==> src/rtl/mem_port_arbiter_pkg.sv <==
// Shared encodings and constants for the memory port arbiter.
package mem_port_arbiter_pkg;

  typedef enum logic [1:0] {
    ARB_IDLE   = 2'b00,
    ARB_ACCESS = 2'b01,
    ARB_DONE   = 2'b10
  } arb_state_e;

  typedef enum logic {
    GNT_IF  = 1'b0,
    GNT_MEM = 1'b1
  } gnt_e;

  localparam logic        ChipEnable  = 1'b1;
  localparam logic        ChipDisable = 1'b0;
  localparam logic        WriteEnable = 1'b1;
  localparam logic [31:0] ZeroWord    = 32'h0000_0000;

endpackage

==> src/rtl/mem_port_arbiter_lat_counter.sv <==
// Access latency counter: loads MEM_LAT, counts down, flags the final cycle.
module mem_port_arbiter_lat_counter
  import mem_port_arbiter_pkg::*;
#(
  parameter int MEM_LAT = 2
) (
  input  logic clk,
  input  logic rst,
  input  logic load,
  input  logic dec,
  output logic last
);

  localparam int CW = $clog2(MEM_LAT + 1);

  logic [CW-1:0] cnt_q, cnt_d;

  // Load takes precedence; decrement saturates at zero.
  always_comb begin
    cnt_d = cnt_q;
    if (load) begin
      cnt_d = CW'(MEM_LAT);
    end else if (dec && (cnt_q != '0)) begin
      cnt_d = cnt_q - CW'(1);
    end
  end

  // Counter register.
  always_ff @(posedge clk or posedge rst) begin
    if (rst) cnt_q <= '0;
    else     cnt_q <= cnt_d;
  end

  assign last = (cnt_q == CW'(1));

endmodule

==> src/rtl/mem_port_arbiter.sv <==
// Shares one single-port memory between instruction fetch and load/store.
// MEM has fixed priority; a completed port is masked for the edge after its
// rdy pulse so a still-held request is not issued twice.
module mem_port_arbiter
  import mem_port_arbiter_pkg::*;
#(
  parameter int ADDR_W  = 32,
  parameter int DATA_W  = 32,
  parameter int MEM_LAT = 2
) (
  input  logic              clk,
  input  logic              rst,
  input  logic              if_req,
  input  logic [ADDR_W-1:0] if_addr,
  input  logic              if_flush,
  output logic              if_rdy,
  output logic [DATA_W-1:0] if_data,
  input  logic              mem_req,
  input  logic              mem_we,
  input  logic [ADDR_W-1:0] mem_addr,
  input  logic [3:0]        mem_sel,
  input  logic [DATA_W-1:0] mem_wdata,
  output logic              mem_rdy,
  output logic [DATA_W-1:0] mem_rdata,
  output logic              ram_ce,
  output logic              ram_we,
  output logic [ADDR_W-1:0] ram_addr,
  output logic [3:0]        ram_sel,
  output logic [DATA_W-1:0] ram_wdata,
  input  logic [DATA_W-1:0] ram_rdata,
  output logic              stallreq_if,
  output logic              stallreq_mem
);

  arb_state_e        state_q, state_d;
  gnt_e              gnt_q, gnt_d;
  logic              flush_q, flush_d;
  logic              ram_ce_q, ram_ce_d, ram_we_q, ram_we_d;
  logic [ADDR_W-1:0] ram_addr_q, ram_addr_d;
  logic [3:0]        ram_sel_q, ram_sel_d;
  logic [DATA_W-1:0] ram_wdata_q, ram_wdata_d;
  logic              if_rdy_q, if_rdy_d, mem_rdy_q, mem_rdy_d;
  logic [DATA_W-1:0] if_data_q, if_data_d, mem_rdata_q, mem_rdata_d;
  logic              cnt_load, cnt_dec, cnt_last;
  logic              mem_ok, if_ok;

  mem_port_arbiter_lat_counter #(.MEM_LAT(MEM_LAT)) u_lat (
    .clk  (clk),
    .rst  (rst),
    .load (cnt_load),
    .dec  (cnt_dec),
    .last (cnt_last)
  );

  // Arbitration, access sequencing and completion capture.
  always_comb begin
    state_d     = state_q;
    gnt_d       = gnt_q;
    flush_d     = flush_q;
    ram_ce_d    = ram_ce_q;
    ram_we_d    = ram_we_q;
    ram_addr_d  = ram_addr_q;
    ram_sel_d   = ram_sel_q;
    ram_wdata_d = ram_wdata_q;
    if_rdy_d    = 1'b0;
    mem_rdy_d   = 1'b0;
    if_data_d   = if_data_q;
    mem_rdata_d = mem_rdata_q;
    cnt_load    = 1'b0;
    cnt_dec     = 1'b0;
    // The port that just completed sits out the DONE edge.
    mem_ok = mem_req && !((state_q == ARB_DONE) && (gnt_q == GNT_MEM));
    if_ok  = if_req && !if_flush && !((state_q == ARB_DONE) && (gnt_q == GNT_IF));
    case (state_q)
      ARB_IDLE, ARB_DONE: begin
        state_d  = ARB_IDLE;
        ram_ce_d = ChipDisable;
        ram_we_d = ~WriteEnable;
        if (mem_ok) begin
          state_d     = ARB_ACCESS;
          gnt_d       = GNT_MEM;
          flush_d     = 1'b0;
          ram_ce_d    = ChipEnable;
          ram_we_d    = mem_we;
          ram_addr_d  = mem_addr;
          ram_sel_d   = mem_sel;
          ram_wdata_d = mem_wdata;
          cnt_load    = 1'b1;
        end else if (if_ok) begin
          state_d     = ARB_ACCESS;
          gnt_d       = GNT_IF;
          flush_d     = 1'b0;
          ram_ce_d    = ChipEnable;
          ram_we_d    = ~WriteEnable;
          ram_addr_d  = if_addr;
          ram_sel_d   = 4'hF;
          ram_wdata_d = DATA_W'(ZeroWord);
          cnt_load    = 1'b1;
        end
      end
      ARB_ACCESS: begin
        // Write strobe lasts only the first access cycle.
        ram_we_d = ~WriteEnable;
        cnt_dec  = 1'b1;
        if ((gnt_q == GNT_IF) && if_flush) flush_d = 1'b1;
        if (cnt_last) begin
          state_d  = ARB_DONE;
          ram_ce_d = ChipDisable;
          if (gnt_q == GNT_MEM) begin
            mem_rdata_d = ram_rdata;
            mem_rdy_d   = 1'b1;
          end else if (!(flush_q || if_flush)) begin
            if_data_d = ram_rdata;
            if_rdy_d  = 1'b1;
          end
        end
      end
      default: state_d = ARB_IDLE;
    endcase
  end

  // State and registered outputs; reset abandons any access in flight.
  always_ff @(posedge clk or posedge rst) begin
    if (rst) begin
      state_q     <= ARB_IDLE;
      gnt_q       <= GNT_IF;
      flush_q     <= 1'b0;
      ram_ce_q    <= 1'b0;
      ram_we_q    <= 1'b0;
      ram_addr_q  <= '0;
      ram_sel_q   <= '0;
      ram_wdata_q <= '0;
      if_rdy_q    <= 1'b0;
      mem_rdy_q   <= 1'b0;
      if_data_q   <= '0;
      mem_rdata_q <= '0;
    end else begin
      state_q     <= state_d;
      gnt_q       <= gnt_d;
      flush_q     <= flush_d;
      ram_ce_q    <= ram_ce_d;
      ram_we_q    <= ram_we_d;
      ram_addr_q  <= ram_addr_d;
      ram_sel_q   <= ram_sel_d;
      ram_wdata_q <= ram_wdata_d;
      if_rdy_q    <= if_rdy_d;
      mem_rdy_q   <= mem_rdy_d;
      if_data_q   <= if_data_d;
      mem_rdata_q <= mem_rdata_d;
    end
  end

  assign ram_ce       = ram_ce_q;
  assign ram_we       = ram_we_q;
  assign ram_addr     = ram_addr_q;
  assign ram_sel      = ram_sel_q;
  assign ram_wdata    = ram_wdata_q;
  assign if_rdy       = if_rdy_q;
  assign if_data      = if_data_q;
  assign mem_rdy      = mem_rdy_q;
  assign mem_rdata    = mem_rdata_q;
  assign stallreq_if  = if_req & ~if_rdy_q;
  assign stallreq_mem = mem_req & ~mem_rdy_q;

endmodule

==> config.mk <==
export PLATFORM = sky130hd
export DESIGN_NAME = mem_port_arbiter
export DESIGN_NICKNAME = d
export VERILOG_FILES = /design/src/rtl/mem_port_arbiter_pkg.sv /design/src/rtl/mem_port_arbiter_lat_counter.sv /design/src/rtl/mem_port_arbiter.sv
export SDC_FILE = /design/constraint.sdc
export NUM_CORES = 1
export LEC_CHECK = 0
export ABC_AREA = 1
export CAP_MARGIN = 30
export CELL_PAD_IN_SITES_DETAIL_PLACEMENT = 0
export CELL_PAD_IN_SITES_GLOBAL_PLACEMENT = 1
export CORE_UTILIZATION = 32
export CTS_CLUSTER_SIZE = 14
export DETAILED_ROUTE_END_ITERATION = 16
export GPL_TIMING_DRIVEN = 0
export PLACE_DENSITY_LB_ADDON = 0.1
export SLEW_MARGIN = 10
export SYNTH_ARGS = -nofsm -noshare
export SYNTH_HDL_FRONTEND = slang
export SYNTH_SLANG_ARGS = --single-unit
==> constraint.sdc <==
create_clock -name clk -period 6.6 [get_ports clk]
set_input_delay 0.66 -clock clk [delete_from_list [all_inputs] [get_ports clk]]
set_output_delay 0.66 -clock clk [all_outputs]
set_load 0.01 [all_outputs]
==> metrics.csv <==
stage,metric,value,unit
placed_design,Port Buffers,274,
sta,"Hold Vio Cnt, Final",0,
worst_setup_path,Crit path arrival time,2.21,ns
synthesis,Synth Area in Compound Gates,3.06,%
routing,DRT iter0 DRCs,231,
cells_and_area,Finished Layout Cells,1272,
clock_tree,CTS tree,built,
synthesis,adder-cell area share of the yosys netlist,0.414,%
routing,via count,5743,
sta,setup TNS,0,ns
worst_setup_path,Max stage delay on crit path,0.53,ns
synthesis,Yosys cell types,16,
floorplanning,core box area,0.0182,mm2
clock_tree,clock sink total,142,
routing,number of iterations in the first detailed-routing pass,4,
floorplanning,I/O pins,276,
sta,minimum clock period,2.87,ns
floorplanning,die span in x,139,um
synthesis,area of the mapped netlist,0.00605,mm2
global_route,largest net degree at the start of global routing,75,
routing,antenna-violating nets left,0,
synthesis,leading area contributor after synthesis,dfrtp_1,
power,Pwr Total,4.32,mW
synthesis,share of Yosys cell area claimed by the top area cell type,58.8,%
synthesis,"Top FF cell, synth",dfrtp_1,
worst_setup_path,crit path kind,input pin to output port,
worst_setup_path,crit path from,mem_req,
floorplanning,Die H,139,um
placed_design,gpl congestion,0.744,
clock_tree,clk_lat worst skew,0.42,ns
synthesis,Synthesis Warnings,0,
synthesis,register area share after synthesis,58.8,%
floorplanning,Die ar.,0.0194,mm2
power,PD cells,443,mW/mm2
synthesis,largest family of logic cells by synthesized area,simple AND/OR/NAND/NOR gates,
flow_run,Max-Cap Viols,0,
clock_tree,htree depth,4,
power,Flop pwr share,33.9,%
synthesis,Simple-Gate Fraction of Synth Area,33.0,%
routing,DR WL/cell,15.1,um
min_path,Hold WC Path Type,flip-flop to flip-flop,
synthesis,async set-reset flop share out of synthesis,100,%
power,Clk pwr share,24.1,%
synthesis,#FFs+latches synth,142,
synthesis,syn nets,876,
routing,via/cell ratio,4.51,
power,LEAKAGE,4.79,nW
global_route,vias in the first global route,5572,
floorplanning,row count,49,
cells_and_area,fraction of layout cells with a size suffix above 1,5.56,%
synthesis,synthesized area per cell,8.21,um2
synthesis,top-count cell post-synth,nand2_1,
clock_tree,CTS root buffer,clkbuf_16,
worst_setup_path,CP Cell Sequence,"clkbuf_1, buf_1, inv_1, nor2_1, clkdlybuf4s50_1",
sta,slew at the pin with the worst max-slew slack,0.560,ns
sta,Final Slew Violations,0,
power,Int Pwr,2.86,mW
power,VDD IR-drop max,0.226,mV
global_route,GRT Total Usage,20.3,%
status,status,finished clean,
placed_design,DP HPWL,13.8,mm
sta,# setup viols final,0,
clock_tree,hold buffer count at CTS,0,
clock_tree,Post-CTS Setup Inserts,0,
worst_setup_path,worst-path fanout max,10,
worst_setup_path,Worst R2R End,ram_ce,
synthesis,mux contribution to synthesized area,0,%
sta,fin crit share,43.5,%
power,total net switching power,1.46,mW
worst_setup_path,worst path required time,5.94,ns
sta,final hold slack,0.467,ns
synthesis,Post-synth EDFFs,0,
worst_setup_path,crit path buf inv count,4,
routing,WL final,19.2,mm
worst_setup_path,CP Launch Type,input pin,
sta,clk_skew,0.00678,ns
sta,RSZ-0062 raised after global routing,false,
synthesis,"top cells by area, synth","dfrtp_1 (59%), nand2_1 (23%), nand3_1 (8.5%)",
power,Comb power frac,42.0,%
global_route,total gr overflow,0,
worst_setup_path,critical path's top delay family,buffers and inverters,
clock_tree,CTS resizes,0,
cells_and_area,"Area growth, synth to finish",61.3,%
placed_design,pre-CTS setup slack,3.68,ns
placed_design,Placed Cells,1240,
routing,Residual DRC,0,
worst_setup_path,critical path depth,5,
power,Sw Share,33.8,%
worst_setup_path,R2R depth,8,
cells_and_area,Total Nets Final,1170,
clock_tree,CTS clock-pin slew for the worst setup and hold paths,0.06,ns
worst_setup_path,R2R Setup Slk,4.78,ns
global_route,first-pass GRT wire length,30.7,mm
worst_setup_path,worst r2r src,state_q[0],
sta,Final WS setup,3.73,ns
sta,FMAX,348,MHz
worst_setup_path,Critical Path End Type,output port,
synthesis,post-synthesis xor/xnor area fraction,0.145,%
cells_and_area,number of diodes,0,
synthesis,Commonest cells post-synth,"nand2_1 (376), dfrtp_1 (142), nand3_1 (103)",
clock_tree,deepest clock path buffer count,2,
worst_setup_path,crit path to,stallreq_mem,
floorplanning,initial core utilization,33.2,%
synthesis,Syn Inst Count,736,
clock_tree,CTS buffer count,17,
sta,normalized max-slew margin,62.7,%
global_route,initial antenna violation count,0,
worst_setup_path,CP max-delay cell,clkdlybuf4s50_1,
power groups by stage:
stage / Sequential [mW] / Clock, mW / Combinational (mW)
2_1_floorplan: 1.65 / 0 / 0.584
3_3_place_gp: 1.47 / 0 / 1.83
3_5_place_dp: 1.47 / 0 / 1.84
4_1_cts: 1.47 / 1.07 / 1.85
5_1_grt: 1.51 / 1.10 / 1.98
6_report: 1.46 / 1.04 / 1.81
flip-flops by register name (all words and copies together), names as in the netlist, 2 cells and up:
| signal | cells |
|---|---|
| if_data | 32 |
| mem_rdata | 32 |
| ram_addr | 32 |
| ram_sel | 4 |
| ram_wdata | 32 |
| state_q | 2 |
| u_lat.cnt_q | 2 |
layer usage:
metal | GRT usage, % | share of wire, % | vias up | wire length, um
met2 | 32.6 | 47 | 167 | 8960
li1 | - | - | 2917 | -
met4 | 6.20 | 1.8 | 0 | 344
met3 | 6.61 | 7.3 | 25 | 1400
met1 | 25.9 | 44 | 2634 | 8480
met5 | 0 | 0 | - | 0
logic make-up (layout without fill, tap and decap cells):
group,count (synthesis),count (layout)
AOI/OAI and AO/OA,37,37
xor gates and xnor gates,1,1
adders and majority gates,2,2
buffers and inverters,63,370
DFF,142,142
and+or+nand+nor,491,491
layout by cell type, fill, tap and decap left out, types with 2 or more instances in the layout:
master / instances
clkbuf_16: 17
clkinv_4: 2
nand2_1: 376
buf_2: 12
nand3_1: 103
buf_4: 7
clkbuf_8: 2
dfrtp_1: 142
inv_1: 13
clkbuf_1: 24
o21ai_0: 37
nand2_4: 2
ha_1: 2
inv_2: 3
clkinvlp_4: 3
nor2_1: 8
buf_1: 4
bufinv_16: 4
clkdlybuf4s50_1: 274
inv_6: 2
worst min path at each step:
stage	start	endpoint	slack, ns	depth (start not counted)
finish	ram_wdata[5]	ram_wdata[5]	0.47	2
global route	ram_wdata[19]	ram_wdata[19]	0.49	2
CTS	ram_wdata[26]	ram_wdata[26]	0.47	2
detailed placement	ram_wdata[5]	ram_wdata[5]	0.46	2
global placement	ram_wdata[31]	ram_wdata[31]	0.45	2
floorplan	flush_q	flush_q	0.44	2
tightest hold or removal path, stage by stage, from the launching register on:
cell and delay (ns):
dfrtp_1 0.34, nand2_1 0.05, nand2_1 0.05
cell type report:
| class | count | area, um2 |
|---|---|---|
| buffer | 46 | 214 |
| clock buffer | 20 | 457 |
| clock inverter | 12 | 183 |
| fill | 1728 | 8460 |
| inverter | 17 | 71.3 |
| multi-input combinational | 531 | 2210 |
| sequential | 142 | 3550 |
| tap | 229 | 287 |
| timing repair buffer | 275 | 2770 |
per-stage QoR:
step / area [um2] / utilization (%)
2_1_floorplan: 6050 / -
3_3_place_gp: 9070 / 49.8
3_5_place_dp: 9110 / 50.0
4_1_cts: 9750 / 53.5
5_1_grt: 9750 / 53.5
6_report: 9750 / 53.5
Power figures use the tool's default switching activity.
